--- src/rtl/ate_pkg.sv ---
// Shared types and helpers for the adaptive-threshold binariser.
package ate_pkg;

    typedef enum logic [1:0] {
        ST_IDLE   = 2'd0,
        ST_STREAM = 2'd1,
        ST_DRAIN  = 2'd2
    } state_e;

    // Pixel counter width for the default 64-pixel block.
    localparam int BLK_PIX_DFLT = 64;
    localparam int CNT_W        = $clog2(BLK_PIX_DFLT);

    // Rounded midpoint: (min+max+1)>>1 with one guard bit, so no overflow.
    // Callers zero-extend into 32 bits and truncate the result to PIX_W.
    function automatic logic [31:0] thr_calc(input logic [31:0] mn, input logic [31:0] mx);
        logic [32:0] sum;
        sum = {1'b0, mn} + {1'b0, mx} + 33'd1;
        return sum[32:1];
    endfunction

endpackage

--- src/rtl/ate_stream_if.sv ---
// Pixel-in / bit-out stream bundle for ate_stream.
interface ate_stream_if #(parameter int PIX_W = 8);
    logic             pix_valid;
    logic             pix_ready;
    logic [PIX_W-1:0] pix_data;
    logic             flush;
    logic             bin_valid;
    logic             bin;
    logic [PIX_W-1:0] threshold;

    // Upstream reorder stage / bench side.
    modport master (output pix_valid, pix_data, flush,
                    input  pix_ready, bin_valid, bin, threshold);
    // Binariser side.
    modport slave  (input  pix_valid, pix_data, flush,
                    output pix_ready, bin_valid, bin, threshold);
endinterface

--- src/rtl/ate_pingpong_buf.sv ---
// Two-bank block buffer: one bank fills while the other is read back.
// Registered read port, no reset on storage (contents are don't-care).
module ate_pingpong_buf #(
    parameter int PIX_W   = 8,
    parameter int BLK_PIX = 64,
    localparam int AW     = $clog2(BLK_PIX)
) (
    input  logic             clk,
    input  logic             we_i,
    input  logic             wr_bank_i,
    input  logic [AW-1:0]    wr_addr_i,
    input  logic [PIX_W-1:0] wr_data_i,
    input  logic             re_i,
    input  logic             rd_bank_i,
    input  logic [AW-1:0]    rd_addr_i,
    output logic [PIX_W-1:0] rd_data_o
);
    logic [PIX_W-1:0] mem_q [2*BLK_PIX];
    logic [PIX_W-1:0] rd_q;

    // Write the filling bank, read the stored bank one cycle later.
    always_ff @(posedge clk) begin
        if (we_i) mem_q[{wr_bank_i, wr_addr_i}] <= wr_data_i;
        if (re_i) rd_q <= mem_q[{rd_bank_i, rd_addr_i}];
    end

    assign rd_data_o = rd_q;
endmodule

--- src/rtl/ate_stream.sv ---
// Streaming adaptive-threshold binariser. Block n is binarised against
// round((min+max)/2) while block n+1 arrives; flush drains the last block.
// Optional: ATE_EDGE_MASK_EN zeroes output of the first/last block of a row.
module ate_stream import ate_pkg::*; #(
    parameter int PIX_W        = 8,
    parameter int BLK_PIX      = 64,
    parameter int BLKS_PER_ROW = 6
) (
    input logic          clk,
    input logic          reset,
    ate_stream_if.slave  bus
);
    localparam int CW    = $clog2(BLK_PIX);
    localparam int COL_W = $clog2(BLKS_PER_ROW);

    state_e           state_q, state_d;
    logic [CW-1:0]    cnt_q, cnt_d;
    logic [COL_W-1:0] col_q, col_d;
    logic             bank_q, bank_d;
    logic [PIX_W-1:0] min_q, min_d, max_q, max_d;
    logic [PIX_W-1:0] thr_prev_q, thr_prev_d, thr_q, thr_d;
    logic             vld_q, vld_d;
`ifdef ATE_EDGE_MASK_EN
    logic             edge_prev_q, edge_prev_d, mask_q, mask_d;
`endif

    logic             acc, last, rd_en;
    logic [PIX_W-1:0] min_nx, max_nx, thr_new, rd_data;

    assign bus.pix_ready = (state_q != ST_DRAIN);
    assign acc     = bus.pix_valid & bus.pix_ready;
    assign last    = (cnt_q == CW'(BLK_PIX - 1));
    assign min_nx  = (cnt_q == '0 || bus.pix_data < min_q) ? bus.pix_data : min_q;
    assign max_nx  = (cnt_q == '0 || bus.pix_data > max_q) ? bus.pix_data : max_q;
    assign thr_new = PIX_W'(thr_calc(32'(min_nx), 32'(max_nx)));
    assign rd_en   = (state_q == ST_STREAM && acc) || (state_q == ST_DRAIN);

    ate_pingpong_buf #(.PIX_W(PIX_W), .BLK_PIX(BLK_PIX)) u_buf (
        .clk       (clk),
        .we_i      (acc),
        .wr_bank_i (bank_q),
        .wr_addr_i (cnt_q),
        .wr_data_i (bus.pix_data),
        .re_i      (rd_en),
        .rd_bank_i (~bank_q),
        .rd_addr_i (cnt_q),
        .rd_data_o (rd_data)
    );

    // Next-state: fill/track on accept, pace reads from the stored bank.
    always_comb begin
        state_d    = state_q;
        cnt_d      = cnt_q;
        col_d      = col_q;
        bank_d     = bank_q;
        min_d      = min_q;
        max_d      = max_q;
        thr_prev_d = thr_prev_q;
        thr_d      = thr_q;
        vld_d      = 1'b0;
`ifdef ATE_EDGE_MASK_EN
        edge_prev_d = edge_prev_q;
        mask_d      = mask_q;
`endif
        // Threshold of the stored block goes live with its first output.
        if (rd_en && cnt_q == '0) begin
`ifdef ATE_EDGE_MASK_EN
            thr_d  = edge_prev_q ? '0 : thr_prev_q;
            mask_d = edge_prev_q;
`else
            thr_d  = thr_prev_q;
`endif
        end
        vld_d = rd_en;
        case (state_q)
            ST_IDLE, ST_STREAM: begin
                if (acc) begin
                    cnt_d = cnt_q + 1'b1;
                    min_d = min_nx;
                    max_d = max_nx;
                    if (last) begin
                        bank_d     = ~bank_q;
                        thr_prev_d = thr_new;
                        col_d      = (col_q == COL_W'(BLKS_PER_ROW - 1)) ? '0 : col_q + 1'b1;
                        state_d    = ST_STREAM;
`ifdef ATE_EDGE_MASK_EN
                        edge_prev_d = (col_q == '0) || (col_q == COL_W'(BLKS_PER_ROW - 1));
`endif
                    end
                end else if (state_q == ST_STREAM && bus.flush) begin
                    // Partial block is dropped; cnt now paces the drain.
                    state_d = ST_DRAIN;
                    cnt_d   = '0;
                end
            end
            ST_DRAIN: begin
                cnt_d = cnt_q + 1'b1;
                if (last) begin
                    state_d = ST_IDLE;
                    cnt_d   = '0;
                    col_d   = '0;
                    bank_d  = 1'b0;
                end
            end
            default: state_d = ST_IDLE;
        endcase
    end

    // State and datapath registers.
    always_ff @(posedge clk or posedge reset) begin
        if (reset) begin
            state_q    <= ST_IDLE;
            cnt_q      <= '0;
            col_q      <= '0;
            bank_q     <= 1'b0;
            min_q      <= '0;
            max_q      <= '0;
            thr_prev_q <= '1;
            thr_q      <= '1;
            vld_q      <= 1'b0;
`ifdef ATE_EDGE_MASK_EN
            edge_prev_q <= 1'b0;
            mask_q      <= 1'b0;
`endif
        end else begin
            state_q    <= state_d;
            cnt_q      <= cnt_d;
            col_q      <= col_d;
            bank_q     <= bank_d;
            min_q      <= min_d;
            max_q      <= max_d;
            thr_prev_q <= thr_prev_d;
            thr_q      <= thr_d;
            vld_q      <= vld_d;
`ifdef ATE_EDGE_MASK_EN
            edge_prev_q <= edge_prev_d;
            mask_q      <= mask_d;
`endif
        end
    end

    assign bus.bin_valid = vld_q;
    assign bus.threshold = thr_q;
`ifdef ATE_EDGE_MASK_EN
    assign bus.bin = vld_q & ~mask_q & (rd_data >= thr_q);
`else
    assign bus.bin = vld_q & (rd_data >= thr_q);
`endif
endmodule

--- src/flat_wrapper.sv ---
// flat-port wrapper written by rule: the top's interface ports become plain ports
module ate_stream_flat import ate_pkg::*;
#(
    parameter int PIX_W        = 8,
    parameter int BLK_PIX      = 64,
    parameter int BLKS_PER_ROW = 6
)
  (clk, reset, bus_pix_valid, bus_pix_data, bus_flush, bus_pix_ready, bus_bin_valid, bus_bin, bus_threshold);
  ate_stream_if #(.PIX_W(PIX_W)) bus_i ();
  input logic clk;
  input logic reset;
  input wire logic [$bits(bus_i.pix_valid)-1:0] bus_pix_valid;
  input wire logic [$bits(bus_i.pix_data)-1:0] bus_pix_data;
  input wire logic [$bits(bus_i.flush)-1:0] bus_flush;
  output wire logic [$bits(bus_i.pix_ready)-1:0] bus_pix_ready;
  output wire logic [$bits(bus_i.bin_valid)-1:0] bus_bin_valid;
  output wire logic [$bits(bus_i.bin)-1:0] bus_bin;
  output wire logic [$bits(bus_i.threshold)-1:0] bus_threshold;
  assign bus_i.pix_valid = bus_pix_valid;
  assign bus_i.pix_data = bus_pix_data;
  assign bus_i.flush = bus_flush;
  assign bus_pix_ready = bus_i.pix_ready;
  assign bus_bin_valid = bus_i.bin_valid;
  assign bus_bin = bus_i.bin;
  assign bus_threshold = bus_i.threshold;
  ate_stream #(.PIX_W(PIX_W), .BLK_PIX(BLK_PIX), .BLKS_PER_ROW(BLKS_PER_ROW)) u_core (.clk(clk), .reset(reset), .bus(bus_i));
endmodule
--- config.mk ---
export PLATFORM = sky130hd
export DESIGN_NAME = ate_stream_flat
export DESIGN_NICKNAME = d
export VERILOG_FILES = /design/src/rtl/ate_pkg.sv /design/src/rtl/ate_stream_if.sv /design/src/rtl/ate_pingpong_buf.sv /design/src/rtl/ate_stream.sv /design/src/flat_wrapper.sv
export SDC_FILE = /design/constraint.sdc
export NUM_CORES = 1
export LEC_CHECK = 0
export CAP_MARGIN = 20
export CORE_MARGIN = 4
export CORE_UTILIZATION = 45
export CTS_CLUSTER_DIAMETER = 50
export CTS_CLUSTER_SIZE = 8
export DETAILED_ROUTE_END_ITERATION = 12
export PLACE_DENSITY = 0.57
export SLEW_MARGIN = 20
export SYNTH_ARGS = -nofsm -noshare
export SYNTH_HDL_FRONTEND = slang
export SYNTH_HIERARCHICAL = 1
export SYNTH_SLANG_ARGS = --single-unit
export TNS_END_PERCENT = 20
--- constraint.sdc ---
create_clock -name clk -period 5.4 [get_ports clk]
set_input_delay 1.35 -clock clk [delete_from_list [all_inputs] [get_ports clk]]
set_output_delay 1.35 -clock clk [all_outputs]
set_load 0.05 [all_outputs]
==> results of run 1 <==
==> critical path: stages, from the launching register on <==
cell             delay, ns
dfstp_2               0.54
ha_1                  0.22
nand2b_1              0.14
a21o_1                0.19
a21o_1                0.18
a21o_1                0.17
a21oi_1               0.15
nor2b_1               0.06
o21ai_0               0.16
a21oi_1               0.09
clkdlybuf4s50_1       0.71
==> cells by family (layout without fill, tap and decap cells) <==
family                   count (synthesis)  count (layout)  share of synthesized area (%)
flip-flops                            1074            1074                           75.4
multiplexers                           360             360                           18.4
AND/OR/NAND/NOR                        268             268                           2.82
buffers and inverters                  129             352                           1.30
AO/OA/AOI/OAI                           80              80                           1.07
adder cells (fa/ha/maj)                 33              33                          0.988
XOR/XNOR                                 3               3                         0.0618
other                                    0               1                              0
==> state kept, by name, summed over array words and instances (netlist names) <==
| signal | flops |
|---|---|
| u_core/u_buf/mem_q | 1024 |
| u_core/bus.threshold | 8 |
| u_core/max_q | 8 |
| u_core/min_q | 8 |
| u_core/thr_prev_q | 8 |
| u_core/u_buf/rd_data_o | 8 |
| u_core/cnt_q | 6 |
| u_core/state_q | 2 |
| u_core/bank_q | 1 |
| u_core/bus.bin_valid | 1 |
==> layout by cell type (no fill, tap or decap), types with 6 or more instances in the layout <==
| master | netlist | final |
|---|---|---|
| dfstp_2 | 16 | 16 |
| nor3_1 | 11 | 11 |
| nand2b_1 | 10 | 10 |
| clkbuf_16 | 0 | 159 |
| inv_1 | 32 | 31 |
| buf_4 | 11 | 99 |
| mux4_2 | 336 | 336 |
| nor3b_1 | 6 | 6 |
| clkbuf_1 | 51 | 16 |
| nor2_1 | 135 | 135 |
| clkinv_1 | 0 | 6 |
| ha_1 | 32 | 32 |
| a21oi_1 | 14 | 14 |
| edfxtp_1 | 1032 | 1032 |
| buf_12 | 0 | 8 |
| dfrtp_1 | 26 | 22 |
| o21ai_0 | 43 | 43 |
| mux2_2 | 21 | 21 |
| nand3_1 | 16 | 16 |
| clkdlybuf4s50_1 | 0 | 14 |
| nand2_1 | 54 | 54 |
| nor2b_1 | 13 | 13 |
==> routing by layer <==
| metal | wire length (µm) | global-route usage (%) | share of wire (%) | vias to the layer above |
|---|---|---|---|---|
| met5 | 0 | 0 | 0 | - |
| met4 | 1650 | 4.81 | 1.6 | 0 |
| met3 | 7490 | 4.11 | 7.4 | 131 |
| met2 | 48600 | 32.7 | 48 | 803 |
| met1 | 42800 | 30.5 | 43 | 11100 |
| li1 | - | - | - | 8445 |
==> per-stage QoR <==
step,cells,utilization (%)
after floorplan,1947,-
after CTS,3424,52.4
after global placement,3226,47.8
final,3425,52.4
after detailed placement,3226,47.8
after global routing,3424,52.4
==> where the power goes <==
group | switching, mW | internal [mW] | total [mW]
Combinational | 3.64 | 3.26 | 6.91
Clock | 3.35 | 5.39 | 8.73
Sequential | 0.320 | 9.36 | 9.68
==> worst max path at each step <==
stage	from	end	slack, ns	cells past startpoint
2_1_floorplan	bus_pix_data[5]	u_core/thr_prev_q[7]$_DFFE_PP1P_	1.07	16
3_3_place_gp	bus_pix_data[5]	u_core/thr_prev_q[7]$_DFFE_PP1P_	0.45	18
3_5_place_dp	bus_pix_data[5]	u_core/thr_prev_q[7]$_DFFE_PP1P_	0.53	18
4_1_cts	u_core/bus.threshold[0]$_DFFE_PP1P_	bus_bin	0.66	10
5_1_grt	u_core/bus.threshold[0]$_DFFE_PP1P_	bus_bin	0.55	10
6_report	u_core/bus.threshold[0]$_DFFE_PP1P_	bus_bin	0.73	10
==> final cells by class <==
class	count	area, µm²	share of cell area, %
clock buffer	176	4050	8.25
sequential	1074	32100	65.3
multi-input combinational	744	9940	20.2
inverter	33	124	0.252
antenna	1	2.50	0.00510
tap	1254	1570	3.20
clock inverter	22	294	0.599
timing repair buffer	121	1040	2.13
==> key figures, run 1 <==
STA
  • Worst hold slack: 0.481 ns
  • Final setup TNS: 0 ns
  • Max-slew violations: 0
  • Slew @ Worst Pin: 1.12 ns
  • Fin crit share: 86.4%
  • RSZ-0062 raised after global routing: false
  • Hold Vio Cnt, Final: 0
  • Fmax: 0.214 GHz
  • Setup ws final: 0.733 ns
  • Relative slew slack: 25.4%
  • Minimum clock period: 4.67 ns
  • Final setup fails: 0
  • Final setup skew: 0.0202 ns

Synthesis
  • EDFF count, synth: 1032
  • Register area share after synthesis: 75.4%
  • Avg Inst Size Synth: 21.9 µm²
  • Area leader, netlist: edfxtp_1
  • Most numerous cell in the Yosys netlist: edfxtp_1
  • Yosys Warn Count: 6
  • Top cell types by occurrence after synthesis: edfxtp_1, mux4_2, nor2_1
  • Most used DFF post-synth: edfxtp_1
  • Post-synth top area share: 72.8%
  • Area contributors post-synth: edfxtp_1, mux4_2, dfrtp_1
  • Netlist cell types: 49
  • Async set-reset flop share out of synthesis: 3.91%
  • Mapped Nets: 1992
  • Post-Syn Area: 0.0425 mm²
  • Post-Synthesis Cells: 1947
  • FF+latch count, synth: 1074

Die
  • Die area: 0.0995 mm²
  • Die width: 315 µm
  • Row cnt: 112
  • Chip Height: 315 µm
  • CORE AREA: 0.0936 mm²
  • Initial Util: 45.5%
  • Top-Level Pins: 23

Clock network
  • CTS Hold Buffers Added: 0
  • TritonCTS clock tree: yes
  • Postcts setup bufs: 0
  • H-Tree Depth: 4
  • Root buffer cell: clkbuf_16
  • Clk_lat worst skew: 0.73 ns
  • Cts bufs inserted: 156
  • Reg clk slew, reported paths: 0.05 ns
  • Clock sink total: 1074
  • Clock Tree Buf Depth: 3
  • CTS resizes: 0

Global routing
  • Grt total ovfl: 0
  • Gr usage total: 20.8%
  • Antenna violations before repair: 4
  • First-pass GRT wire length: 149000 µm
  • Vias in the first global route: 21200
  • Largest net degree at the start of global routing: 129

Cells and area
  • Fillers: 7258
  • Nets: 2175
  • Design Area, Final: 0.0491 mm²
  • Area Growth Syn to Fin: 15.4%
  • Share of cells above drive strength 1: 30.7%

Power and ir drop
  • Pwr Density: 516 mW/mm²
  • Total power draw: 25.3 mW
  • Lkg Pwr: 15.5 nW
  • VDD IR max: 0.000269 V

Worst setup path
  • Crit. End Element: output pin
  • Worst R2R Start: u_core/cnt_q[0]$_DFFE_PP0P_
  • Reg2Reg Depth: 5
  • Reg-to-reg slack, setup: 1.56 ns
  • Crit path DAT: 3.32 ns
  • WS Path Type: reg -> out
  • Reg-to-reg endpoint: u_core/u_buf/rd_data_o[0]$_DFFE_PP_
  • Worst Path Required: 4.05 ns
  • Startpoint types: register
  • Max Fanout on Critical Path: 3

Detailed routing
  • DRT Pass-1 Iters: 5
  • Vias/cell: 5.97
  • Final ANT Viol Nets: 0
  • Starting DRT DRC Count: 2099
  • DR WL/cell: 29.4 µm
  • Total Routed Length: 101000 µm
  • DR DRC count: 0
  • Routed vias: 20400

Hold path
  • Hold Path Depth: 2
  • Worst hold path startpoint: u_core/thr_prev_q[2]$_DFFE_PP1P_
  • Hold Path End: u_core/thr_prev_q[2]$_DFFE_PP1P_
  • Hold WC Path Type: reg -> reg

Placed design
  • IO Port Bufs: 22
  • RePlAce Congestion: 0.809
  • Setup WS pre-CTS: 0.533 ns
  • DP Area: 0.0447 mm²
  • Final HPWL DP: 61400 µm

Run
  • Max Cap Violations: 0

Run status
  • Outcome: complete, no violations
(Power assumes the default switching activity.)
==> run 2, diff against run 1 <==
--- a/config.mk
+++ b/config.mk
@@ -11,6 +11,7 @@
 export CTS_CLUSTER_DIAMETER = 50
 export CTS_CLUSTER_SIZE = 8
 export DETAILED_ROUTE_END_ITERATION = 12
+export HOLD_SLACK_MARGIN = 0.08
 export PLACE_DENSITY = 0.57
 export SLEW_MARGIN = 20
 export SYNTH_ARGS = -nofsm -noshare
==> results of run 2 <==
No change in the layout: final DEF, timing and power equal those of run 1.
==> run 3, diff against run 2 <==
--- a/config.mk
+++ b/config.mk
@@ -6,7 +6,6 @@
 export NUM_CORES = 1
 export LEC_CHECK = 0
 export CAP_MARGIN = 20
-export CORE_MARGIN = 4
 export CORE_UTILIZATION = 45
 export CTS_CLUSTER_DIAMETER = 50
 export CTS_CLUSTER_SIZE = 8
==> key figures, run 3 (synthesized netlist as in run 1, its figures left out) <==
Power and ir drop
  • Lkg Pwr: 15.4 nW
  • Total power draw: 25.1 mW
  • Pwr Density: 512 mW/mm²
  • VDD IR max: 0.000393 V

Hold path
  • Worst hold path startpoint: u_core/thr_prev_q[0]$_DFFE_PP1P_
  • Hold Path End: u_core/thr_prev_q[0]$_DFFE_PP1P_
  • Hold Path Depth: 2
  • Hold WC Path Type: reg -> reg

STA
  • RSZ-0062 raised after global routing: false
  • Max-slew violations: 0
  • Minimum clock period: 4.61 ns
  • Final setup skew: 0.0144 ns
  • Final setup TNS: 0 ns
  • Hold Vio Cnt, Final: 0
  • Worst hold slack: 0.482 ns
  • Relative slew slack: 26.9%
  • Slew @ Worst Pin: 1.10 ns
  • Fmax: 0.217 GHz
  • Fin crit share: 85.4%
  • Setup ws final: 0.786 ns
  • Final setup fails: 0

Worst setup path
  • Reg-to-reg slack, setup: 1.42 ns
  • Crit path DAT: 3.26 ns
  • Max Fanout on Critical Path: 3
  • Crit path launch: u_core/bus.threshold[0]$_DFFE_PP1P_
  • Startpoint types: register
  • WS Path Type: reg -> out
  • Worst R2R Start: u_core/cnt_q[1]$_DFFE_PP0P_
  • Worst Path Required: 4.05 ns
  • Reg-to-reg endpoint: u_core/u_buf/mem_q[43][0]$_DFFE_PP_
  • Reg2Reg Depth: 5
  • Crit. End Element: output pin

Clock network
  • Root buffer cell: clkbuf_16
  • CTS resizes: 0
  • TritonCTS clock tree: yes
  • Postcts setup bufs: 0
  • H-Tree Depth: 4
  • Clock Tree Buf Depth: 3
  • Reg clk slew, reported paths: 0.05 ns
  • Cts bufs inserted: 154
  • Clock sink total: 1074
  • CTS Hold Buffers Added: 0
  • Clk_lat worst skew: 0.73 ns

Global routing
  • Vias in the first global route: 21200
  • First-pass GRT wire length: 147000 µm
  • Largest net degree at the start of global routing: 129
  • Gr usage total: 21.6%
  • Grt total ovfl: 0
  • Antenna violations before repair: 9

Cells and area
  • Fillers: 7196
  • Most common cell after layout, fill and taps aside: edfxtp_1
  • Util after Layout: 52.4%
  • FF+latch area: 0.0321 mm²
  • Largest register FFs: 1024
  • Design Area, Final: 0.0490 mm²
  • Nets: 2174
  • Share of cells above drive strength 1: 30.5%
  • Most frequent cells in the layout: edfxtp_1, mux4_2, clkbuf_16
  • Ant diodes: 0
  • Area Growth Syn to Fin: 15.1%
  • Finished Layout Cells: 3423
  • Top reg by flops: u_core/u_buf/mem_q
  • Area of the multi-input gates: 0.00994 mm²

Placed design
  • Setup WS pre-CTS: 0.651 ns
  • RePlAce Congestion: 0.813
  • Final HPWL DP: 60200 µm
  • DP Area: 0.0448 mm²
  • IO Port Bufs: 22
  • Cells after DPL: 3227

Die
  • Die area: 0.0958 mm²
  • Chip Height: 309 µm
  • Row cnt: 112
  • Initial Util: 45.5%
  • Die width: 309 µm
  • Top-Level Pins: 23
  • CORE AREA: 0.0935 mm²

Detailed routing
  • Starting DRT DRC Count: 2083
  • DRT Pass-1 Iters: 5
  • Final ANT Viol Nets: 0
  • Vias/cell: 5.93
  • Routed vias: 20300
  • Total Routed Length: 100000 µm
  • DR DRC count: 0
  • DR WL/cell: 29.2 µm

Run status
  • Outcome: complete, no violations

Run
  • Max Cap Violations: 0
-- run 3: changes by cell type in the layout (fill, tap and decap cells not counted), sizes merged --
cell and delta:
clkinv -7, buf +1, clkbuf +7, diode -1, bufinv -2
-- run 3: final cells by class --
cell class	count	share of cell area [%]
well taps	1254	3.20
flip-flops and latches	1074	65.5
multi-input cells	744	20.3
clock buffers	183	8.39
inverters	33	0.253
repair buffers	122	2.15
clock inverters	13	0.245
-- run 3: worst max-delay path by stage --
stage,end
3_5_place_dp,u_core/thr_prev_q[7]$_DFFE_PP1P_
2_1_floorplan,u_core/thr_prev_q[7]$_DFFE_PP1P_
5_1_grt,bus_bin
3_3_place_gp,u_core/thr_prev_q[7]$_DFFE_PP1P_
6_report,bus_bin
4_1_cts,bus_bin
-- run 3: critical path: stages (launching register included) --
cell and delay, ns:
dfstp_2 0.56, ha_1 0.23, nand2b_1 0.14, a21o_1 0.17, a21o_1 0.16, a21o_1 0.17, a21oi_1 0.14, nor2b_1 0.06
o21ai_0 0.14, a21oi_1 0.08, clkdlybuf4s50_1 0.70
-- run 3: power by group --
group	total (mW)	switching, mW	internal, mW
registers	9.63	0.274	9.35
clock network	8.58	3.28	5.30
logic	6.90	3.65	3.24
-- run 3: routing by layer --
metal	vias up	GRT usage [%]	share of wire [%]
met4	10	6.59	2.3
li1	8447	-	-
met1	11000	29.9	42
met5	-	0	0.082
met2	659	33.8	48
met3	167	5.64	7.2
